==> src/rtl/adc_sample_fifo_if.sv <==
// adc_sample_fifo_if: sample stream in, FWFT ready/valid stream out, plus occupancy/overflow status
interface adc_sample_fifo_if #(
    parameter int WIDTH = 16,
    parameter int DEPTH = 16
);
    logic [WIDTH-1:0]       in_data;
    logic                   in_valid;
    logic [WIDTH-1:0]       out_data;
    logic                   out_valid;
    logic                   out_ready;
    logic [$clog2(DEPTH):0] level;
    logic                   almost_full;
    logic                   overflow;
    logic                   ovf_clr;

    modport master (
        output in_data, in_valid, out_ready, ovf_clr,
        input  out_data, out_valid, level, almost_full, overflow
    );

    modport slave (
        input  in_data, in_valid, out_ready, ovf_clr,
        output out_data, out_valid, level, almost_full, overflow
    );
endinterface

==> src/rtl/adc_sample_fifo.sv <==
// adc_sample_fifo: FWFT buffer behind the ADC decimator with drop detection; ADC_FIFO_PEAK_EN adds a |sample| peak tracker
module adc_sample_fifo #(
    parameter int WIDTH       = 16,
    parameter int DEPTH       = 16,
    parameter int AFULL_LEVEL = 12
) (
    input logic                    clk,
    input logic                    rst,
    adc_sample_fifo_if.slave       bus
`ifdef ADC_FIFO_PEAK_EN
    ,
    output logic [WIDTH-2:0]       peak_abs,
    input  logic                   peak_clr
`endif
);
    localparam int AW = $clog2(DEPTH);
    localparam int LW = AW + 1;

    logic [WIDTH-1:0] mem [DEPTH];
    logic [AW-1:0]    wr_ptr;
    logic [AW-1:0]    rd_ptr;
    logic [LW-1:0]    level;
    logic [LW-1:0]    level_nxt;
    logic             out_valid;
    logic             almost_full;
    logic             overflow;
    logic             pop;
    logic             push;
    logic             drop;

    assign pop       = out_valid && bus.out_ready;
    assign push      = bus.in_valid && (level != LW'(DEPTH) || pop);
    assign drop      = bus.in_valid && !push;
    assign level_nxt = (push && !pop) ? level + LW'(1) : (pop && !push) ? level - LW'(1) : level;

    // The head is read straight from memory; gating on out_valid keeps out_data at 0 during and after reset.
    assign bus.out_data    = out_valid ? mem[rd_ptr] : '0;
    assign bus.out_valid   = out_valid;
    assign bus.level       = level;
    assign bus.almost_full = almost_full;
    assign bus.overflow    = overflow;

    // Sample storage; contents need no reset because out_valid masks them.
    always_ff @(posedge clk) begin
        if (push) mem[wr_ptr] <= bus.in_data;
    end

    // Pointers, occupancy and status flags; a drop on the same edge as ovf_clr keeps overflow set.
    always_ff @(posedge clk or negedge rst) begin
        if (!rst) begin
            wr_ptr      <= '0;
            rd_ptr      <= '0;
            level       <= '0;
            out_valid   <= 1'b0;
            almost_full <= 1'b0;
            overflow    <= 1'b0;
        end else begin
            wr_ptr      <= push ? wr_ptr + AW'(1) : wr_ptr;
            rd_ptr      <= pop ? rd_ptr + AW'(1) : rd_ptr;
            level       <= level_nxt;
            out_valid   <= level_nxt != '0;
            almost_full <= level_nxt >= LW'(AFULL_LEVEL);
            overflow    <= drop || (overflow && !bus.ovf_clr);
        end
    end

`ifdef ADC_FIFO_PEAK_EN
    logic [WIDTH-1:0] neg_data;
    logic [WIDTH-2:0] mag;

    assign neg_data = -bus.in_data;
    assign mag      = !bus.in_data[WIDTH-1] ? bus.in_data[WIDTH-2:0] : neg_data[WIDTH-1] ? '1 : neg_data[WIDTH-2:0];

    // Running max of |sample| over accepted pushes; a clear with a push restarts from that sample.
    always_ff @(posedge clk or negedge rst) begin
        if (!rst) begin
            peak_abs <= '0;
        end else if (push) begin
            peak_abs <= (peak_clr || mag > peak_abs) ? mag : peak_abs;
        end else if (peak_clr) begin
            peak_abs <= '0;
        end
    end
`endif
endmodule

==> src/flat_wrapper.sv <==
// flat-port wrapper written by rule: the top's interface ports become plain ports
module adc_sample_fifo_flat 
#(
    parameter int WIDTH       = 16,
    parameter int DEPTH       = 16,
    parameter int AFULL_LEVEL = 12
)
  (clk, rst, bus_in_data, bus_in_valid, bus_out_ready, bus_ovf_clr, bus_out_data, bus_out_valid, bus_level, bus_almost_full, bus_overflow);
  adc_sample_fifo_if #(.WIDTH(WIDTH), .DEPTH(DEPTH)) bus_i ();
  input logic clk;
  input logic rst;
  input wire logic [$bits(bus_i.in_data)-1:0] bus_in_data;
  input wire logic [$bits(bus_i.in_valid)-1:0] bus_in_valid;
  input wire logic [$bits(bus_i.out_ready)-1:0] bus_out_ready;
  input wire logic [$bits(bus_i.ovf_clr)-1:0] bus_ovf_clr;
  output wire logic [$bits(bus_i.out_data)-1:0] bus_out_data;
  output wire logic [$bits(bus_i.out_valid)-1:0] bus_out_valid;
  output wire logic [$bits(bus_i.level)-1:0] bus_level;
  output wire logic [$bits(bus_i.almost_full)-1:0] bus_almost_full;
  output wire logic [$bits(bus_i.overflow)-1:0] bus_overflow;
  assign bus_i.in_data = bus_in_data;
  assign bus_i.in_valid = bus_in_valid;
  assign bus_i.out_ready = bus_out_ready;
  assign bus_i.ovf_clr = bus_ovf_clr;
  assign bus_out_data = bus_i.out_data;
  assign bus_out_valid = bus_i.out_valid;
  assign bus_level = bus_i.level;
  assign bus_almost_full = bus_i.almost_full;
  assign bus_overflow = bus_i.overflow;
  adc_sample_fifo #(.WIDTH(WIDTH), .DEPTH(DEPTH), .AFULL_LEVEL(AFULL_LEVEL)) u_core (.clk(clk), .rst(rst), .bus(bus_i));
endmodule
==> config.mk <==
export PLATFORM = sky130hd
export DESIGN_NAME = adc_sample_fifo_flat
export DESIGN_NICKNAME = d
export VERILOG_FILES = /design/src/rtl/adc_sample_fifo_if.sv /design/src/rtl/adc_sample_fifo.sv /design/src/flat_wrapper.sv
export SDC_FILE = /design/constraint.sdc
export NUM_CORES = 1
export LEC_CHECK = 0
export BUFFER_PORTS_ARGS = -buffer_cell sky130_fd_sc_hd__buf_2
export CAP_MARGIN = 10
export CORE_UTILIZATION = 48
export CTS_CLUSTER_SIZE = 30
export DETAILED_ROUTE_END_ITERATION = 16
export GPL_ROUTABILITY_DRIVEN = 0
export PLACE_DENSITY = 0.63
export REMOVE_ABC_BUFFERS = 1
export SYNTH_ARGS = -nofsm -noshare
export SYNTH_HDL_FRONTEND = slang
export SYNTH_SLANG_ARGS = --single-unit
==> constraint.sdc <==
create_clock -name clk -period 8.1 [get_ports clk]
set_input_delay 1.62 -clock clk [delete_from_list [all_inputs] [get_ports clk]]
set_output_delay 1.62 -clock clk [all_outputs]
set_load 0.05 [all_outputs]
* Yosys cells after proc, flatten, opt, wreduce, memory -nomap -nowiden
Memory sizes are Yosys's and may differ from the RTL's. Index checks and enable logic that the tools add are counted.
Operators by class: add/subtract/negate cells 4, order comparisons 1, equal/unequal tests 1, muxes and demuxes 5, reduce and logical (&&, ||, !) cells 12
Operators by type and width (count):
- $mux W16 | 1
- $mux W5 | 2
- $add A4 B1 Y4 const B | 2
- $logic_and A1 B1 Y1 | 6
- $add A5 B1 Y5 const B | 1
- $ge A5 B4 Y1 const B | 1
- $ne A5 B5 Y1 const B | 1
- $reduce_bool A5 Y1 | 1
- $sub A5 B1 Y5 const B | 1
- $logic_not A1 Y1 | 3
- $logic_or A1 B1 Y1 | 2
- $mux W1 | 2
Word-level totals: flip-flop bits (word level) 16, RAM bits 256, input port bits 21, output and inout bits 24, word-level logic and storage cells 30, memories kept 1
Memories:
- u_core.mem | words 16, width 16, read ports 1, clocked after memory_dff 0, wr ports 1, line adc_sample_fifo.sv:19 | logic [WIDTH-1:0] mem [DEPTH];

* Logic depth before layout (Yosys ltp)
Gate-level depths: netlist (run 1).
depth in word-level cells 8, depth in mapped cells 7, mapped depth without buffers 7

* Worst setup path before layout (run 1)
Ideal clock, no wire load.
kind input -> register, start in bus_out_ready, end mem u_core.mem[1][0] (enable), library setup time 430 ps, arrival time 3676 ps, required time 7670 ps, path slack 3994 ps, stages 4, buffers on the path 1, cells stage by stage and2_2 -> buf_2 -> o21ai_0 -> nor4_1
On the way: cells in the longest elaborated chain, start to end 5
Ends and longest elaborated chain:
- from (decl) | line flat_wrapper.sv:14 | input wire logic [$bits(bus_i.out_ready)-1:0] bus_out_ready;
- $logic_and A1 B1 Y1 | line adc_sample_fifo.sv:31 | assign pop = out_valid && bus.out_ready;
- $logic_or A1 B1 Y1 | line adc_sample_fifo.sv:32 | assign push = bus.in_valid && (level != LW'(DEPTH) || pop);
- $logic_and A1 B1 Y1 | line adc_sample_fifo.sv:32
- $mux W1 | line adc_sample_fifo.sv:45 | if (push) mem[wr_ptr] <= bus.in_data;
- $mux W1 (implied by the code) | line adc_sample_fifo.sv:45
- to (decl) | line adc_sample_fifo.sv:19
No other way between the ends.

* Worst setup path after layout (run 1)
start reg u_core.rd_ptr[0], end out bus_out_data[12]
On the way: cells in the longest elaborated chain, start to end 2
Ends and longest elaborated chain:
- from (decl) | line adc_sample_fifo.sv:21 | logic [AW-1:0] rd_ptr;
- from (signal assigned) | line adc_sample_fifo.sv:59 | rd_ptr <= pop ? rd_ptr + AW'(1) : rd_ptr;
- $mem_v2 Z16 W16
- $mux W16 | line adc_sample_fifo.sv:37 | assign bus.out_data = out_valid ? mem[rd_ptr] : '0;
- to (decl) | line flat_wrapper.sv:16 | output wire logic [$bits(bus_i.out_data)-1:0] bus_out_data;
No other way between the ends.

==> run metrics, run 1 <==
Sw Share between 30% and 40%; top post-synthesis cells by count edfxtp_1 (256), mux4_2 (64), mux2i_1 (32), dfrtp_1 (16), o22ai_1 (16); number of global-route vias before repair between 5000 and 6000; grt ovf 0; CP max-delay cell buf_4; Max Slew Vio Count 0; Worst VDD drop between 0.15 and 0.2 mV; Final Cycle Share 60.2%; width of the chip 151 um; hold_sp u_core.rd_ptr[2]; worst rel slew slack 22.6%; Critical Path RT 6.48 ns; largest net degree at the start of global routing 65; worst r2r path cells 6; clk_skew just over 0.009 ns; CTS Buf Count 27; Routed Antenna Nets 0; die height around 150 um; WP data arrival 3.26 ns; drt drc 0; Slew @ Worst Pin roughly 1.2 ns; global-route usage over all layers 19.2%; FF+latch area 8090 um2; Synth-to-Final Area Change 13.1%; Setup TNS Final 0 ns; # Post-CTS Setup Buffers 0; critical-path maximum fanout 42; post-route cell area 12000 um2; Critical R2R Capture u_core.mem[9][10]; Inserted Diodes 0; Avg Inst Size Synth 21.5 um2; worst-skew pair later-pin latency between 0.5 and 0.6 ns; P_sw 1.56 mW; PnR Total Power 4.48 mW; CTS Sinks 272; Comb pwr share between 30% and 40%; total number of vias 4971; CTS tree built; share of cells above drive strength 1 30.0%; Yosys top cell by area edfxtp_1; Leak Pwr 3.96 nW; FF-to-FF Start u_core.bus.level[0]; status finished clean; Final Setup Violations 0; Inst Count DP just over 800; CTS root buffer clkbuf_16; routed length per placed instance ~24 um; final hold violation count 0; Yosys warnings 0; hold endpoint u_core.rd_ptr[2]; CP Class flip-flop to output pin; Max stage delay on crit path 0.77 ns; Die ar. 22800 um2; Ports 45; Syn Inst Count about 500; H-tree depth 1; PD cells 372 nW/um2; Post-DP Area 11300 um2; Int Power 2.92 mW; first-pass GRT wire length around 31000 um; CTS resizes 0; IO buf count 44; most frequent cell after synthesis edfxtp_1; # Max-Cap Violations 0; Fillers 1662; number of synthesized register bits ~270; crit path time final 4.88 ns; share of power burned in registers 41.0%; Starting Density a little under 50%; Final nets about 590; num rows between 50 and 60; Seq/Total Area, Yosys 76.0%; r2r setup slk 4.95 ns; HP Class flip-flop to flip-flop; Worst Setup End Kind output pin; Startpoint Class flip-flop; Clock power frac around a quarter; CTS clk-pin slew, worst paths ~0.060 ns; multi-input logic area between 2000 and 2500 um2; post-synthesis cell type count 39; Core ar. roughly 22000 um2; mean number of vias per cell 5.83; Fmax 205 MHz; Synth top area share a little over 70%; crit path cell chain buf_4, mux4_2, mux2i_1, o22ai_1, buf_2; Post-synth EDFFs 256; post-DP HPWL 11600 um; CTS Buffer Depth 3; dominant cells by area after synthesis edfxtp_1 (72%), mux4_2 (14%), dfrtp_1 (3.8%), mux2i_1 (3.0%), o22ai_1 (0.94%); number of detailed-route iterations in the first pass 4; total wire length 20900 um; Non-Filler Instances 853; initial antenna violation count 0; top_reg_cell synth edfxtp_1; drt first-iter violations 389; RSZ-0062 raised after global routing false; Worst Hold Path Cells 1; Post-CTS Hold Buffers 0; Post-Synthesis Cell Area 10600 um2; Async SR Flop Fraction 5.88%
==> kinds of logic after synthesis <==
family	Yosys count	share of synthesized area, %
flip-flops	272	76.0
multiplexers	96	16.6
AND/OR/NAND/NOR	45	2.53
buffers and inverters	35	1.34
AO/OA/AOI/OAI	31	2.01
XOR/XNOR	9	0.741
adder cells (fa/ha/maj)	7	0.823
==> stage by stage <==
stage          hold slack (ns)  setup WS, ns  util [%]
4_1_cts                  0.493          3.12      55.3
6_report                 0.486          3.22      55.3
3_5_place_dp             0.482          3.69      51.8
2_1_floorplan            0.504          2.46         -
3_3_place_gp             0.474          3.69      51.8
5_1_grt                  0.498          2.96      55.3
==> cell type report <==
class | count | area share [%]
clock buffer | 31 | 5.74
clock inverter | 13 | 0.707
inverter | 10 | 0.312
multi-input combinational | 188 | 20.3
sequential | 272 | 67.2
tap | 280 | 2.91
timing repair buffer | 59 | 2.77
==> critical path, delay by kind of cell, from the launching register on <==
family | cells | cell delay (ns)
buffers and inverters | 2 | 1.06
AOI/OAI and AO/OA | 1 | 0.13
muxes | 2 | 0.74
DFF | 1 | 0.75
==> power by group through the flow <==
| stage | Clock (mW) | Sequential, mW | Combinational [mW] |
|---|---|---|---|
| 2_1_floorplan | 0 | 1.99 | 1.03 |
| 3_3_place_gp | 0 | 1.86 | 1.53 |
| 3_5_place_dp | 0 | 1.87 | 1.55 |
| 4_1_cts | 1.13 | 1.84 | 1.55 |
| 5_1_grt | 1.19 | 1.86 | 1.63 |
| 6_report | 1.11 | 1.84 | 1.53 |
==> placed cells by master (no fill, tap or decap), types with 9 or more instances in the layout <==
cell	n
edfxtp_1	256
o22ai_1	16
dfrtp_1	13
nand2_1	9
inv_1	10
xnor2_1	9
buf_2	44
buf_4	15
mux4_2	64
mux2i_1	32
clkbuf_16	27
==> flip-flops by register name (all words and copies together) (netlist names) <==
register and count:
u_core.wr_ptr 4, u_core.bus.overflow 1, u_core.bus.out_valid 1, u_core.mem 256, u_core.bus.almost_full 1, u_core.rd_ptr 4, u_core.bus.level 5
==> routing by layer <==
layer / vias to the layer above / GRT usage [%] / routed length (um)
met2: 170 / 30.4 / 10200
met5: - / 0 / 0
met3: 38 / 3.37 / 1590
met4: 0 / 6.10 / 480
li1: 2172 / - / -
met1: 2591 / 27.3 / 8620
==> worst max path at each step <==
stage                                start                to  slack (ns)
after global placement    u_core.rd_ptr[0]  bus_out_data[12]        3.69
final                     u_core.rd_ptr[0]  bus_out_data[12]        3.22
after detailed placement  u_core.rd_ptr[0]  bus_out_data[12]        3.69
after global routing      u_core.rd_ptr[0]  bus_out_data[13]        2.96
after CTS                 u_core.rd_ptr[0]  bus_out_data[12]        3.12
after floorplan           u_core.rd_ptr[0]   bus_out_data[0]        2.46
Power figures use the tool's default switching activity.
==> run 2, diff against run 1 <==
Settings changed: PLACE_DENSITY 0.63 to 0.65.
Clock period 8.1 ns to 4.25 ns, I/O delays scaled along.
==> run 2 against run 1 <==
Sequential cell count unchanged. Setup slack worse by 2.6 ns. Clock power up 91%. Register-to-register slack worse by 3.9 ns. Design area up 0.45%. Largest cell class unchanged. Highest routed layer unchanged.
==> run metrics, run 2 (same netlist as run 1, synthesis figures left out) <==
grt ovf 0; Worst Setup End Kind output pin; mean number of vias per cell around 5.8; Final Cycle Share 84.7%; most common cell after layout, fill and taps aside edfxtp_1; r2r setup slk 1.04 ns; P_sw 2.99 mW; Synth-to-Final Area Change 13.6%; width of the chip 151 um; crit path time final 3.60 ns; Die ar. between 20000 and 25000 um2; total number of vias 4981; final hold slack 0.227 ns; worst-skew pair later-pin latency ~0.53 ns; first-pass GRT wire length 32100 um; clk_skew 0.00757 ns; die height about 150 um; share of power burned in registers 41.8%; post-route cell area 12100 um2; Crit. Startpoint u_core.rd_ptr[0]; Clock power frac between 20 and 25%; CTS clk-pin slew, worst paths 0.06 ns; Inserted Diodes 0; CTS Buffer Depth 3; number of detailed-route iterations in the first pass 4; final hold violation count 0; Int Power about 5.6 mW; CTS root buffer clkbuf_16; CTS resizes 0; post-DP HPWL approximately 12000 um; critical-path maximum fanout 35; Ports 45; num rows 54; Final nets a little under 600; CP Class flip-flop to output pin; Setup TNS Final 0 ns; Post-DP Area roughly 11000 um2; Fmax between 200 and 300 MHz; routed length per placed instance 24.8 um; Comb pwr share 33.5%; Core ar. 21800 um2; Leak Pwr 4.00 nW; Biggest register u_core.mem; dpl ws approximately 0.86 ns; Final Setup Violations 0; worst rel slew slack 21.5%; Slew @ Worst Pin 1.18 ns; Post-CTS Hold Buffers 0; H-tree depth 1; Critical Path RT 3.40 ns; final worst slack 0.652 ns; Startpoint Class flip-flop; Sw Share 34.9%; CTS Buf Count 26; global-route usage over all layers 19.7%; FF-to-FF Start u_core.bus.level[1]; number of global-route vias before repair 5375; Max Slew Vio Count 0; max reg flops 256; Worst setup endpoint bus_out_data[1]; PnR Total Power roughly 8.6 mW; CTS Sinks 272; # Post-CTS Setup Buffers 0; worst r2r path cells 6; largest net degree at the start of global routing 51; Regs by FF count u_core.mem (256), u_core.bus.level (5); # Max-Cap Violations 0; IO buf count 44; CTS tree built; Critical R2R Capture u_core.mem[8][9]; total wire length 21200 um; Routed Antenna Nets 0; HP Class primary input to async pin; drt drc 0; commonest cells after routing, fill and taps aside edfxtp_1 (256), mux4_2 (64), buf_2 (44); share of cells above drive strength 1 30.7%; Worst VDD drop approximately 0.45 mV; initial antenna violation count 0; drt first-iter violations between 300 and 400; Starting Density 48.9%; RSZ-0062 raised after global routing false; WP data arrival roughly 2.8 ns; PD cells just over 700 nW/um2; status finished clean
## run 2: changes by cell type in the layout (fill, tap and decap cells not counted), sizes merged
| cell | before | now |
|---|---|---|
| clkinvlp | 2 | 1 |
| buf | 59 | 63 |
| clkbuf | 31 | 32 |
## run 2: worst max-delay path, cell delays in order, from the launching register on
cell and delay, ns:
dfrtp_4 0.72, buf_12 0.35, mux4_2 0.58, mux2i_1 0.15, o22ai_1 0.12, buf_2 0.28
## run 2: how the worst min path moves through the flow
stage / end / slack (ns) / cells past startpoint / from
4_1_cts: u_core.bus.overflow / 0.23 / 1 / rst
6_report: u_core.bus.almost_full / 0.23 / 1 / rst
3_5_place_dp: u_core.rd_ptr[1] / 0.54 / 2 / u_core.rd_ptr[1]
3_3_place_gp: u_core.rd_ptr[1] / 0.53 / 2 / u_core.rd_ptr[1]
2_1_floorplan: u_core.rd_ptr[1] / 0.50 / 2 / u_core.rd_ptr[1]
5_1_grt: u_core.bus.level[0] / 0.25 / 1 / rst
## run 2: final cells by class
class	instances	area, um2
repair buffers	63	388
fillers	1655	9670
inverters	10	37.5
clock inverters	12	80.1
multi-input cells	188	2450
clock buffers	32	694
well taps	280	350
flip-flops and latches	272	8090
## run 2: stage by stage
| step | instances | util (%) |
|---|---|---|
| 2_1_floorplan | 470 | - |
| 3_3_place_gp | 813 | 52.0 |
| 3_5_place_dp | 813 | 52.0 |
| 4_1_cts | 857 | 55.6 |
| 5_1_grt | 857 | 55.6 |
| 6_report | 857 | 55.6 |
## run 2: power by group through the flow
stage	Sequential, mW	Clock [mW]	Combinational (mW)
floorplan	3.80	0	1.97
global placement	3.63	0	2.87
detailed placement	3.65	0	2.91
CTS	3.60	2.17	2.92
global route	3.64	2.27	3.06
finish	3.59	2.12	2.87
## run 2: per-layer routing
layer / track usage, % / part of all wire, % / vias to the layer above
met1: 26.4 / 42 / 2617
met5: 0 / 0 / -
met4: 6.25 / 2.1 / 0
li1: - / - / 2188
met3: 3.52 / 6.4 / 35
met2: 32.9 / 49 / 141
